`src/rtl/bus_arbiter.sv`:
```
// Purpose : round-robin arbiter/sequencer for the shared 32-bit datapath bus, with short bus locks.
// Latency : req sampled at edge k -> grant/Sout/dst_load valid for the cycle after edge k.
// Backpress: requesters hold req/req_src/req_dst until they see grant; losers simply wait.
//
// Ports:
//   clock, clear       - rising-edge clock, asynchronous active-high reset
//   req[NREQ]          - per-requester transfer request (level)
//   req_lock[NREQ]     - per-requester request to keep the bus for the next cycle
//   req_src[5*NREQ]    - 5-bit bus source code per requester (slice i = [5i+4:5i])
//   req_dst[NDST*NREQ] - destination load enables per requester
//   grant[NREQ]        - registered one-hot grant for the current transfer cycle
//   Sout[5]            - registered select code to the bus multiplexer
//   dst_load[NDST]     - registered destination load enables for the current transfer
//   bus_busy           - OR of grant
//   err_src            - one-cycle pulse when the granted source code is above 23
module bus_arbiter #(
  parameter int NREQ     = 4,
  parameter int NDST     = 24,
  parameter int LOCK_MAX = 4,
  parameter int IDLE_SEL = 31
) (
  input  logic                   clock,
  input  logic                   clear,
  input  logic [NREQ-1:0]        req,
  input  logic [NREQ-1:0]        req_lock,
  input  logic [5*NREQ-1:0]      req_src,
  input  logic [NDST*NREQ-1:0]   req_dst,
  output logic [NREQ-1:0]        grant,
  output logic [4:0]             Sout,
  output logic [NDST-1:0]        dst_load,
  output logic                   bus_busy,
  output logic                   err_src
);

  localparam int PTR_W = (NREQ > 1) ? $clog2(NREQ) : 1;
  localparam int CNT_W = (LOCK_MAX > 1) ? $clog2(LOCK_MAX) : 1;

  localparam logic [PTR_W-1:0] PTR_RESET     = PTR_W'(NREQ - 1);
  localparam logic [CNT_W-1:0] CNT_LAST      = CNT_W'(LOCK_MAX - 1);
  localparam logic [CNT_W-1:0] CNT_ONE       = CNT_W'(1);
  localparam logic [NREQ-1:0]  GRANT_ONE     = NREQ'(1);
  localparam logic [4:0]       IDLE_CODE     = 5'(IDLE_SEL);
  localparam logic [4:0]       MAX_VALID_SRC = 5'd23;

  typedef enum logic [1:0] {
    IDLE = 2'd0,
    XFER = 2'd1,
    LOCK = 2'd2
  } state_t;

  state_t           state;
  logic [PTR_W-1:0] ptr;       // last granted requester; search starts just after it
  logic [CNT_W-1:0] lockCnt;   // continuation grants issued in the current lock

  // Per-requester views of the flattened source and destination buses.
  logic [4:0]      srcArr [NREQ];
  logic [NDST-1:0] dstArr [NREQ];

  genvar gi;
  generate
    for (gi = 0; gi < NREQ; gi++) begin : gUnpack
      assign srcArr[gi] = req_src[5*gi +: 5];
      assign dstArr[gi] = req_dst[NDST*gi +: NDST];
    end
  endgenerate

  // Rotating priority search: first active requester at ptr+1, ptr+2, ... wrapping.
  // The last candidate examined is ptr itself, so the previous holder re-wins only
  // when nobody else is requesting.
  logic             arbFound;
  logic [PTR_W-1:0] arbIdx;
  logic [PTR_W-1:0] candIdx;
  int               cand;

  always_comb begin
    arbFound = 1'b0;
    arbIdx   = '0;
    cand     = 0;
    candIdx  = '0;
    for (int k = 1; k <= NREQ; k++) begin
      cand = int'(ptr) + k;
      if (cand >= NREQ) cand = cand - NREQ;
      candIdx = PTR_W'(cand);
      if (!arbFound && req[candIdx]) begin
        arbFound = 1'b1;
        arbIdx   = candIdx;
      end
    end
  end

  // Continuation of a lock: the holder (ptr) keeps the bus without arbitration
  // until it has had LOCK_MAX consecutive grants.
  logic holdLock;
  assign holdLock = (state != IDLE) && req[ptr] && req_lock[ptr] && (lockCnt < CNT_LAST);

  logic [PTR_W-1:0] selIdx;
  logic             selValid;
  logic [4:0]       selSrc;
  logic             selBad;

  assign selIdx   = holdLock ? ptr : arbIdx;
  assign selValid = holdLock | arbFound;
  assign selSrc   = srcArr[selIdx];
  assign selBad   = (selSrc > MAX_VALID_SRC);

  always_ff @(posedge clock or posedge clear) begin
    if (clear) begin
      state    <= IDLE;
      ptr      <= PTR_RESET;
      lockCnt  <= '0;
      grant    <= '0;
      Sout     <= IDLE_CODE;
      dst_load <= '0;
      err_src  <= 1'b0;
    end else begin
      // State and bookkeeping.
      if (holdLock) begin
        state   <= LOCK;
        lockCnt <= lockCnt + CNT_ONE;
      end else if (arbFound) begin
        state   <= XFER;
        lockCnt <= '0;
        ptr     <= arbIdx;
      end else begin
        state   <= IDLE;
        lockCnt <= '0;
      end

      // Registered bus controls for the coming transfer cycle. An out-of-range
      // source still consumes the grant (so the pointer moves on) but the bus
      // is parked on the idle code and nothing is loaded.
      if (selValid) begin
        grant    <= GRANT_ONE << selIdx;
        Sout     <= selBad ? IDLE_CODE : selSrc;
        dst_load <= selBad ? '0 : dstArr[selIdx];
        err_src  <= selBad;
      end else begin
        grant    <= '0;
        Sout     <= IDLE_CODE;
        dst_load <= '0;
        err_src  <= 1'b0;
      end
    end
  end

  assign bus_busy = |grant;

endmodule

```
`config.mk`:
```
export PLATFORM = sky130hd
export DESIGN_NAME = bus_arbiter
export DESIGN_NICKNAME = d
export VERILOG_FILES = /design/src/rtl/bus_arbiter.sv
export SDC_FILE = /design/constraint.sdc
export NUM_CORES = 1
export LEC_CHECK = 0
export CAP_MARGIN = 10
export CORE_UTILIZATION = 30
export CTS_CLUSTER_SIZE = 30
export DETAILED_ROUTE_END_ITERATION = 10
export GPL_ROUTABILITY_DRIVEN = 0
export HOLD_SLACK_MARGIN = 0.1
export PLACE_DENSITY_LB_ADDON = 0.05
export SYNTH_ARGS = -nofsm -noshare
export SYNTH_HDL_FRONTEND = slang
export SYNTH_SLANG_ARGS = --single-unit
```
`constraint.sdc`:
```
create_clock -name clock -period 3.13 [get_ports clock]
set_input_delay 0.313 -clock clock [delete_from_list [all_inputs] [get_ports clock]]
set_output_delay 0.313 -clock clock [all_outputs]
set_load 0.01 [all_outputs]
```
==> run_summary.xml, run 1 <==
<?xml version="1.0" encoding="UTF-8"?>
<metrics>
  <group name="synthesis">
    <metric name="ys_seq_area_share" unit="%">43.20</metric>
    <metric name="syn_std_cell_area" unit="um^2">2337</metric>
    <metric name="synth_compound_area_share" unit="%">4.336</metric>
    <metric name="syn_warnings" unit="">0</metric>
    <metric name="synthesis.instances" unit="">145</metric>
    <metric name="synth-xor-area-share" unit="%">0</metric>
    <metric name="synth_simple_gate_area_share" unit="%">15.31</metric>
    <metric name="synth_cell_types" unit="">33</metric>
    <metric name="yosys_register_bits" unit="">40</metric>
    <metric name="synth_top_family_by_area" unit="">multiplexers</metric>
    <metric name="multiplexer_share_of_the_synthesized_area" unit="%">32.66</metric>
    <metric name="synth_adder_area_share" unit="%">0.5353</metric>
    <metric name="syn-mean-instance-area" unit="um^2">16.12</metric>
    <metric name="mappedNetlistNets" unit="">272</metric>
  </group>
  <group name="worst_setup_path">
    <metric name="worstSetupPathType" unit="">reg2reg</metric>
    <metric name="rr_worst_depth" unit="">7</metric>
    <metric name="worst_path_dominant_cell_family" unit="">multiplexers</metric>
    <metric name="start_kind" unit="">register</metric>
    <metric name="timing.critical_path.cells" unit="">mux4_2 -&gt; and3_4 -&gt; o21ai_4 -&gt; mux4_2 -&gt; a21oi_4 -&gt; buf_4 -&gt; and2_4</metric>
    <metric name="crit_top_cell" unit="">mux4_2</metric>
    <metric name="cp_startpoint" unit="">ptr[0]$_DFFE_PP1P_</metric>
    <metric name="worstPathBufferInverterCount" unit="">1</metric>
    <metric name="cp.depth" unit="">7</metric>
    <metric name="cp_max_stage_cell" unit="">dfstp_2</metric>
    <metric name="cp_data_arrival_time" unit="ns">3.11</metric>
    <metric name="rr_startpoint" unit="">ptr[0]$_DFFE_PP1P_</metric>
    <metric name="timing.critical_path.required" unit="ns">3.36</metric>
    <metric name="critical_path.max_stage_delay" unit="ns">0.65</metric>
    <metric name="setup.worst_path.end_class" unit="">register</metric>
    <metric name="critPathCapture" unit="">dst_load[9]$_DFF_PP0_</metric>
    <metric name="reg2reg_setup_slack" unit="ns">0.26</metric>
    <metric name="r2r-end" unit="">dst_load[9]$_DFF_PP0_</metric>
    <metric name="worstPathMaxFanout" unit="">16</metric>
  </group>
  <group name="cts">
    <metric name="cts.sinks" unit="">40</metric>
    <metric name="post_cts_resize_count" unit="">0</metric>
    <metric name="holdBufCountCts" unit="">0</metric>
    <metric name="cts_inserted_buffers" unit="">5</metric>
    <metric name="cts_post_setup_buffers_inserted" unit="">0</metric>
    <metric name="tritoncts" unit="">built</metric>
    <metric name="cts_htree_levels" unit="">2</metric>
    <metric name="clk_root_buffer_cell" unit="">clkbuf_8</metric>
    <metric name="clockBufferDepth" unit="">2</metric>
    <metric name="worst_setup_hold_path_clk_slew" unit="ns">0.08</metric>
    <metric name="clk_latency" unit="ns">0.29</metric>
  </group>
  <group name="sta">
    <metric name="hold_slack" unit="ns">0.3830</metric>
    <metric name="rsz0062_at_grt" unit="">no</metric>
    <metric name="timing.final.setup_violations" unit="">0</metric>
    <metric name="timing_hold_violations_final" unit="">0</metric>
    <metric name="final.setup.tns" unit="ns">0</metric>
    <metric name="clock_skew" unit="ns">0.007094</metric>
    <metric name="fin_crit_sh" unit="%">91.80</metric>
    <metric name="maxSlewHeadroom" unit="%">61.42</metric>
    <metric name="post-route-min-period" unit="ns">2.873</metric>
    <metric name="final_max_slew_viol_count" unit="">0</metric>
    <metric name="worst_slack" unit="ns">0.2567</metric>
    <metric name="timing.fmax" unit="GHz">0.3480</metric>
    <metric name="max_slew.worst_pin.slew" unit="ns">0.5769</metric>
  </group>
  <group name="routing">
    <metric name="number_of_vias_per_cell" unit="">4.583</metric>
    <metric name="wire_length_reported_by_the_detailed_router" unit="um">6402</metric>
    <metric name="wire_per_inst" unit="um">15.43</metric>
    <metric name="detail_route.iter0.violations" unit="">30</metric>
    <metric name="post-route-drc-count" unit="">0</metric>
    <metric name="ant_nets" unit="">0</metric>
    <metric name="routed-via-count" unit="">1902</metric>
    <metric name="drtPass1Iterations" unit="">4</metric>
  </group>
  <group name="cells_and_area">
    <metric name="multi_input_area" unit="um^2">1235</metric>
    <metric name="antenna-diode-count" unit="">0</metric>
    <metric name="layout.area.seq" unit="um^2">1010</metric>
    <metric name="area_growth" unit="%">79.01</metric>
    <metric name="nets" unit="">442</metric>
    <metric name="design_area" unit="um^2">4184</metric>
    <metric name="final.fill_count" unit="">646</metric>
    <metric name="drive_above_1_share" unit="%">25.00</metric>
  </group>
  <group name="power">
    <metric name="p_per_area" unit="nW/um^2">888.3</metric>
    <metric name="maximum_vdd_ir_drop" unit="mV">0.2962</metric>
    <metric name="power_leakage" unit="nW">1.670</metric>
    <metric name="totalPowerFinal" unit="mW">3.716</metric>
  </group>
  <group name="floorplan">
    <metric name="placeableCoreArea" unit="um^2">7408</metric>
    <metric name="dieArea" unit="um^2">8148</metric>
    <metric name="die_y" unit="um">90.27</metric>
    <metric name="rows" unit="">31</metric>
    <metric name="ios" unit="">161</metric>
    <metric name="effective_utilization_at_floorplan" unit="%">31.55</metric>
    <metric name="dieWidth" unit="um">90.27</metric>
  </group>
  <group name="global_routing">
    <metric name="grt_antenna_before_repair" unit="">0</metric>
    <metric name="gr-total-overflow" unit="">0</metric>
    <metric name="global_route.usage.total" unit="%">16.75</metric>
    <metric name="grt_first_pass_wirelength" unit="um">10540</metric>
    <metric name="grt_pass1_vias" unit="">2151</metric>
    <metric name="grt_start_max_net_pins" unit="">26</metric>
  </group>
  <group name="placement">
    <metric name="hpwl_after_detailed_placement" unit="um">5368</metric>
    <metric name="place_area" unit="um^2">4091</metric>
    <metric name="dpl_worst_slack" unit="ns">0.2040</metric>
    <metric name="numPortBuffers" unit="">160</metric>
  </group>
  <group name="flow_run">
    <metric name="maxCapViolations" unit="">0</metric>
  </group>
  <group name="status">
    <metric name="run_status" unit="">finished, final reports clean</metric>
  </group>
  <group name="min_path">
    <metric name="hold_path.class" unit="">in2async</metric>
  </group>
</metrics>
sequential cells by signal (all words and copies together), names as in the netlist:
| register | flops |
|---|---|
| lockCnt | 2 |
| state | 2 |
| Sout | 5 |
| ptr | 2 |
| err_src | 1 |
| grant | 4 |
| dst_load | 24 |
routing by layer:
| layer | vias to the layer above | global-route usage (%) | wire (um) |
|---|---|---|---|
| li1 | 894 | - | - |
| met1 | 934 | 18.02 | 2361 |
| met2 | 70 | 32.63 | 3646 |
| met3 | 4 | 3.704 | 334 |
| met4 | 0 | 4.435 | 60 |
| met5 | - | 0 | 0 |
through the flow:
step,utilization (%),std cells
6_report,56.48,415
5_1_grt,56.48,415
4_1_cts,56.48,415
3_5_place_dp,55.23,407
3_3_place_gp,55.23,407
2_1_floorplan,-,145
cells by family after synthesis:
kind of cell / count (synthesis)
buf+inv: 12
fa+ha+maj: 1
flops: 40
mux: 35
compound gates: 10
simple gates: 47
cell usage in the layout, fill, tap and decap left out, types with 2 or more instances in the layout:
| cell | instances |
|---|---|
| a21oi_1 | 2 |
| and2_1 | 6 |
| and2_4 | 20 |
| buf_4 | 13 |
| clkbuf_8 | 6 |
| clkdlybuf4s50_1 | 160 |
| clkinv_2 | 2 |
| dfrtp_1 | 33 |
| dfstp_2 | 7 |
| mux2_1 | 2 |
| mux2i_1 | 2 |
| mux4_1 | 6 |
| mux4_2 | 25 |
| nand2b_1 | 3 |
| nand4_1 | 2 |
| nor2_1 | 3 |
| nor2b_1 | 4 |
| o21ai_1 | 2 |
| or2_1 | 2 |
where the power goes:
group          switching, mW  leakage [nW]  total (mW)  internal [mW]
logic                  0.930          1.13        2.48           1.55
clock network          0.167        0.0510       0.343          0.176
registers             0.0877         0.486       0.891          0.803
final cells by class:
cell class	count	area share (%)
Multi-Input combinational cell	93	29.52
Sequential cell	40	24.13
Clock inverter	2	0.2392
Inverter	1	0.08971
Timing Repair Buffer	174	41.09
Clock buffer	6	1.974
Tap cell	99	2.961
how the worst min path moves through the flow:
stage	slack, ns	startpoint	end	depth (start not counted)
2_1_floorplan	0.41	lockCnt[0]$_DFF_PP0_	lockCnt[0]$_DFF_PP0_	1
3_5_place_dp	0.43	lockCnt[0]$_DFF_PP0_	lockCnt[0]$_DFF_PP0_	1
6_report	0.38	clear	dst_load[13]$_DFF_PP0_	2
3_3_place_gp	0.42	lockCnt[0]$_DFF_PP0_	lockCnt[0]$_DFF_PP0_	1
4_1_cts	0.40	clear	dst_load[13]$_DFF_PP0_	2
5_1_grt	0.43	clear	dst_load[13]$_DFF_PP0_	2
Yosys cell counts:
library cell,n,area (um^2)
a221oi_1,1,8.760
mux2_1,2,22.52
and2_4,20,175.2
ha_1,1,12.51
o21ai_4,1,16.27
mux2i_1,2,20.02
buf_2,5,25.02
nand4_1,2,12.51
and2_1,6,37.54
nor2b_1,4,25.02
inv_1,1,3.750
and3_4,1,11.26
or4_1,1,7.510
buf_6,5,56.30
nor3b_1,1,7.510
o32ai_1,1,8.760
buf_4,1,7.510
and3b_1,1,8.760
o21ai_1,2,10.01
o31ai_4,1,21.27
a21oi_1,2,10.01
nor4_4,1,21.27
dfstp_2,7,183.9
nand2_1,1,3.750
nor3_1,1,5.000
nand2b_1,3,18.77
a21oi_4,1,16.27
mux4_1,6,157.7
mux4_2,25,563.0
dfrtp_1,33,825.8
or2_1,2,12.51
o21ba_1,1,10.01
nor2_1,3,11.26
No activity file was read; power rests on OpenSTA's default activity.
==> inputs of run 2 (changes only) <==
--- a/config.mk
+++ b/config.mk
@@ -5,13 +5,14 @@
 export SDC_FILE = /design/constraint.sdc
 export NUM_CORES = 1
 export LEC_CHECK = 0
-export CAP_MARGIN = 10
+export CAP_MARGIN = 5
 export CORE_UTILIZATION = 30
 export CTS_CLUSTER_SIZE = 30
 export DETAILED_ROUTE_END_ITERATION = 10
 export GPL_ROUTABILITY_DRIVEN = 0
 export HOLD_SLACK_MARGIN = 0.1
 export PLACE_DENSITY_LB_ADDON = 0.05
+export SLEW_MARGIN = 10
 export SYNTH_ARGS = -nofsm -noshare
 export SYNTH_HDL_FRONTEND = slang
 export SYNTH_SLANG_ARGS = --single-unit
==> results of run 2 <==
Final layout, timing and power as in run 1 (identical DEF).
==> inputs of run 3 (changes only) <==
--- a/config.mk
+++ b/config.mk
@@ -6,7 +6,7 @@
 export NUM_CORES = 1
 export LEC_CHECK = 0
 export CAP_MARGIN = 5
-export CORE_UTILIZATION = 30
+export CORE_UTILIZATION = 36
 export CTS_CLUSTER_SIZE = 30
 export DETAILED_ROUTE_END_ITERATION = 10
 export GPL_ROUTABILITY_DRIVEN = 0
==> constraint.sdc (replaced) <==
create_clock -name clock -period 3.13 [get_ports clock]
set_input_delay 0.7825 -clock clock [delete_from_list [all_inputs] [get_ports clock]]
set_output_delay 0.7825 -clock clock [all_outputs]
set_load 0.01 [all_outputs]
==> run 3 against run 2 <==
  * Maximum frequency down 4.2%
  * Non-clock buffer count up 3
  * Routed wire length down 7.8%
  * Combinational power is 3% higher
  * Clock skew shrank 0.0028 ns
  * Worst hold slack gained 0.077 ns
  * Register-to-register slack improved by 0.09 ns
  * Clock power up 25%
  * Count of clock-buffer cells in the layout is the same
  * Flip-flop and latch count did not move
  * Critical endpoint is now dst_load[12]$_DFF_PP0_
==> run_summary.xml, run 3 (synthesized netlist as in run 1, its figures left out) <==
<?xml version="1.0" encoding="UTF-8"?>
<metrics>
  <group name="cells_and_area">
    <metric name="largestRegisters" unit="">dst_load x24, Sout x5, grant x4</metric>
    <metric name="antenna-diode-count" unit="">0</metric>
    <metric name="largest_reg_flops" unit="">24</metric>
    <metric name="nets" unit="">445</metric>
    <metric name="drive_above_1_share" unit="%">25.71</metric>
    <metric name="most_frequent_cells_in_the_layout" unit="">160 x clkdlybuf4s50_1, 33 x dfrtp_1, 25 x mux4_2</metric>
    <metric name="layout.area.seq" unit="um^2">1010</metric>
    <metric name="multi_input_area" unit="um^2">1235</metric>
    <metric name="final.fill_count" unit="">469</metric>
    <metric name="registers.top_by_ff_count" unit="">dst_load</metric>
    <metric name="area_growth" unit="%">81.53</metric>
    <metric name="final_common_cell" unit="">clkdlybuf4s50_1</metric>
  </group>
  <group name="sta">
    <metric name="timing.fmax" unit="GHz">0.3334</metric>
    <metric name="clock_skew" unit="ns">0.004344</metric>
    <metric name="worst_slack" unit="ns">0.1303</metric>
    <metric name="rsz0062_at_grt" unit="">no</metric>
    <metric name="post-route-min-period" unit="ns">3.000</metric>
    <metric name="max_slew.worst_pin.slew" unit="ns">0.6213</metric>
    <metric name="fin_crit_sh" unit="%">95.84</metric>
    <metric name="final_max_slew_viol_count" unit="">0</metric>
    <metric name="maxSlewHeadroom" unit="%">58.53</metric>
    <metric name="timing_hold_violations_final" unit="">0</metric>
    <metric name="timing.final.setup_violations" unit="">0</metric>
  </group>
  <group name="routing">
    <metric name="detail_route.iter0.violations" unit="">22</metric>
    <metric name="wire_length_reported_by_the_detailed_router" unit="um">5901</metric>
    <metric name="number_of_vias_per_cell" unit="">4.827</metric>
    <metric name="routed-via-count" unit="">1902</metric>
    <metric name="post-route-drc-count" unit="">0</metric>
    <metric name="drtPass1Iterations" unit="">3</metric>
    <metric name="ant_nets" unit="">0</metric>
    <metric name="wire_per_inst" unit="um">14.98</metric>
  </group>
  <group name="power">
    <metric name="p_per_area" unit="nW/um^2">914.6</metric>
    <metric name="power_leakage" unit="nW">1.711</metric>
    <metric name="maximum_vdd_ir_drop" unit="mV">0.5238</metric>
    <metric name="totalPowerFinal" unit="mW">3.881</metric>
  </group>
  <group name="cts">
    <metric name="tritoncts" unit="">built</metric>
    <metric name="post_cts_resize_count" unit="">0</metric>
    <metric name="worst_setup_hold_path_clk_slew" unit="ns">0.07</metric>
    <metric name="cts_post_setup_buffers_inserted" unit="">0</metric>
    <metric name="holdBufCountCts" unit="">0</metric>
    <metric name="clk_root_buffer_cell" unit="">clkbuf_8</metric>
    <metric name="cts.sinks" unit="">40</metric>
    <metric name="cts_htree_levels" unit="">2</metric>
    <metric name="clk_latency" unit="ns">0.28</metric>
    <metric name="cts_inserted_buffers" unit="">5</metric>
    <metric name="clockBufferDepth" unit="">2</metric>
  </group>
  <group name="min_path">
    <metric name="hold_path.class" unit="">reg2reg</metric>
  </group>
  <group name="global_routing">
    <metric name="grt_pass1_vias" unit="">1959</metric>
    <metric name="grt_first_pass_wirelength" unit="um">9045</metric>
    <metric name="global_route.usage.total" unit="%">18.15</metric>
    <metric name="grt_start_max_net_pins" unit="">26</metric>
    <metric name="gr-total-overflow" unit="">0</metric>
    <metric name="grt_antenna_before_repair" unit="">0</metric>
  </group>
  <group name="worst_setup_path">
    <metric name="worstSetupPathType" unit="">in2reg</metric>
    <metric name="worstPathMaxFanout" unit="">19</metric>
    <metric name="start_kind" unit="">primary input</metric>
    <metric name="cp_data_arrival_time" unit="ns">3.18</metric>
    <metric name="setup.worst_path.end_class" unit="">register</metric>
    <metric name="timing.critical_path.required" unit="ns">3.31</metric>
  </group>
  <group name="floorplan">
    <metric name="ios" unit="">161</metric>
    <metric name="rows" unit="">28</metric>
    <metric name="effective_utilization_at_floorplan" unit="%">38.34</metric>
    <metric name="placeableCoreArea" unit="um^2">6096</metric>
    <metric name="die_y" unit="um">82.58</metric>
    <metric name="dieArea" unit="um^2">6819</metric>
    <metric name="dieWidth" unit="um">82.58</metric>
  </group>
  <group name="placement">
    <metric name="hpwl_after_detailed_placement" unit="um">5045</metric>
    <metric name="dpl_worst_slack" unit="ns">-0.2251</metric>
    <metric name="numPortBuffers" unit="">160</metric>
  </group>
  <group name="status">
    <metric name="run_status" unit="">finished, final reports clean</metric>
  </group>
  <group name="flow_run">
    <metric name="maxCapViolations" unit="">0</metric>
  </group>
</metrics>
run 3: cell count changes in the layout (fill, tap and decap cells not counted):
cell,previous run,this run
clkinv_4,0,1
bufinv_16,0,1
clkinv_2,2,0
buf_12,1,4
run 3: path summary, 6_finish.rpt:
check | start | endpoint | slack, ns | depth (start not counted)
worst max-delay path | req[3] | dst_load[12]$_DFF_PP0_ | 0.13 | 8
worst min-delay path | lockCnt[0]$_DFF_PP0_ | lockCnt[0]$_DFF_PP0_ | 0.46 | 1
worst max register to register | ptr[1]$_DFFE_PP1P_ | dst_load[12]$_DFF_PP0_ | 0.35 | 7
worst min register to register | lockCnt[0]$_DFF_PP0_ | lockCnt[0]$_DFF_PP0_ | 0.46 | 1
max in group asynchronous | clear | Sout[2]$_DFF_PP1_ | 1.62 | 3
min in group asynchronous | clear | dst_load[13]$_DFF_PP0_ | 0.88 | 2
run 3: routing by layer:
metal  GRT usage [%]  part of all wire (%)  vias to the layer above
li1                -                     -                      905
met1           20.83                    36                      907
met2           32.73                    55                       84
met3           4.615                   7.3                        6
met4           6.207                   1.5                        0
met5               0                     0                        -
run 3: power breakdown:
part | switching [mW] | internal, mW
Clock | 0.169 | 0.260
Sequential | 0.100 | 0.804
Combinational | 0.915 | 1.63
run 3: layout make-up:
cell class / count / area share (%)
repair buffers: 177 / 41.93
multi-input cells: 93 / 29.11
flip-flops and latches: 40 / 23.80
well taps: 75 / 2.212
clock buffers: 6 / 1.946
clock inverters: 2 / 0.9142
inverters: 1 / 0.08847
run 3: critical path: stages:
cell             delay, ns
clkdlybuf4s50_1       0.42
mux4_2                0.49
and3_4                0.22
o21ai_4               0.18
buf_4                 0.16
buf_12                0.17
mux4_1                0.58
and2_4                0.17
run 3: per-stage QoR:
| step | std cells | instance area, um^2 | hold slack, ns | setup TNS [ns] | util, % |
|---|---|---|---|---|---|
| after floorplan | 145 | 2337 | 0.4091 | 0 | - |
| after global placement | 385 | 4114 | 0.4228 | -4.404 | 67.49 |
| after detailed placement | 385 | 4114 | 0.4560 | -5.589 | 67.49 |
| after CTS | 393 | 4235 | 0.4684 | 0 | 69.48 |
| after global routing | 394 | 4243 | 0.4713 | 0 | 69.60 |
| final | 394 | 4243 | 0.4597 | 0 | 69.60 |
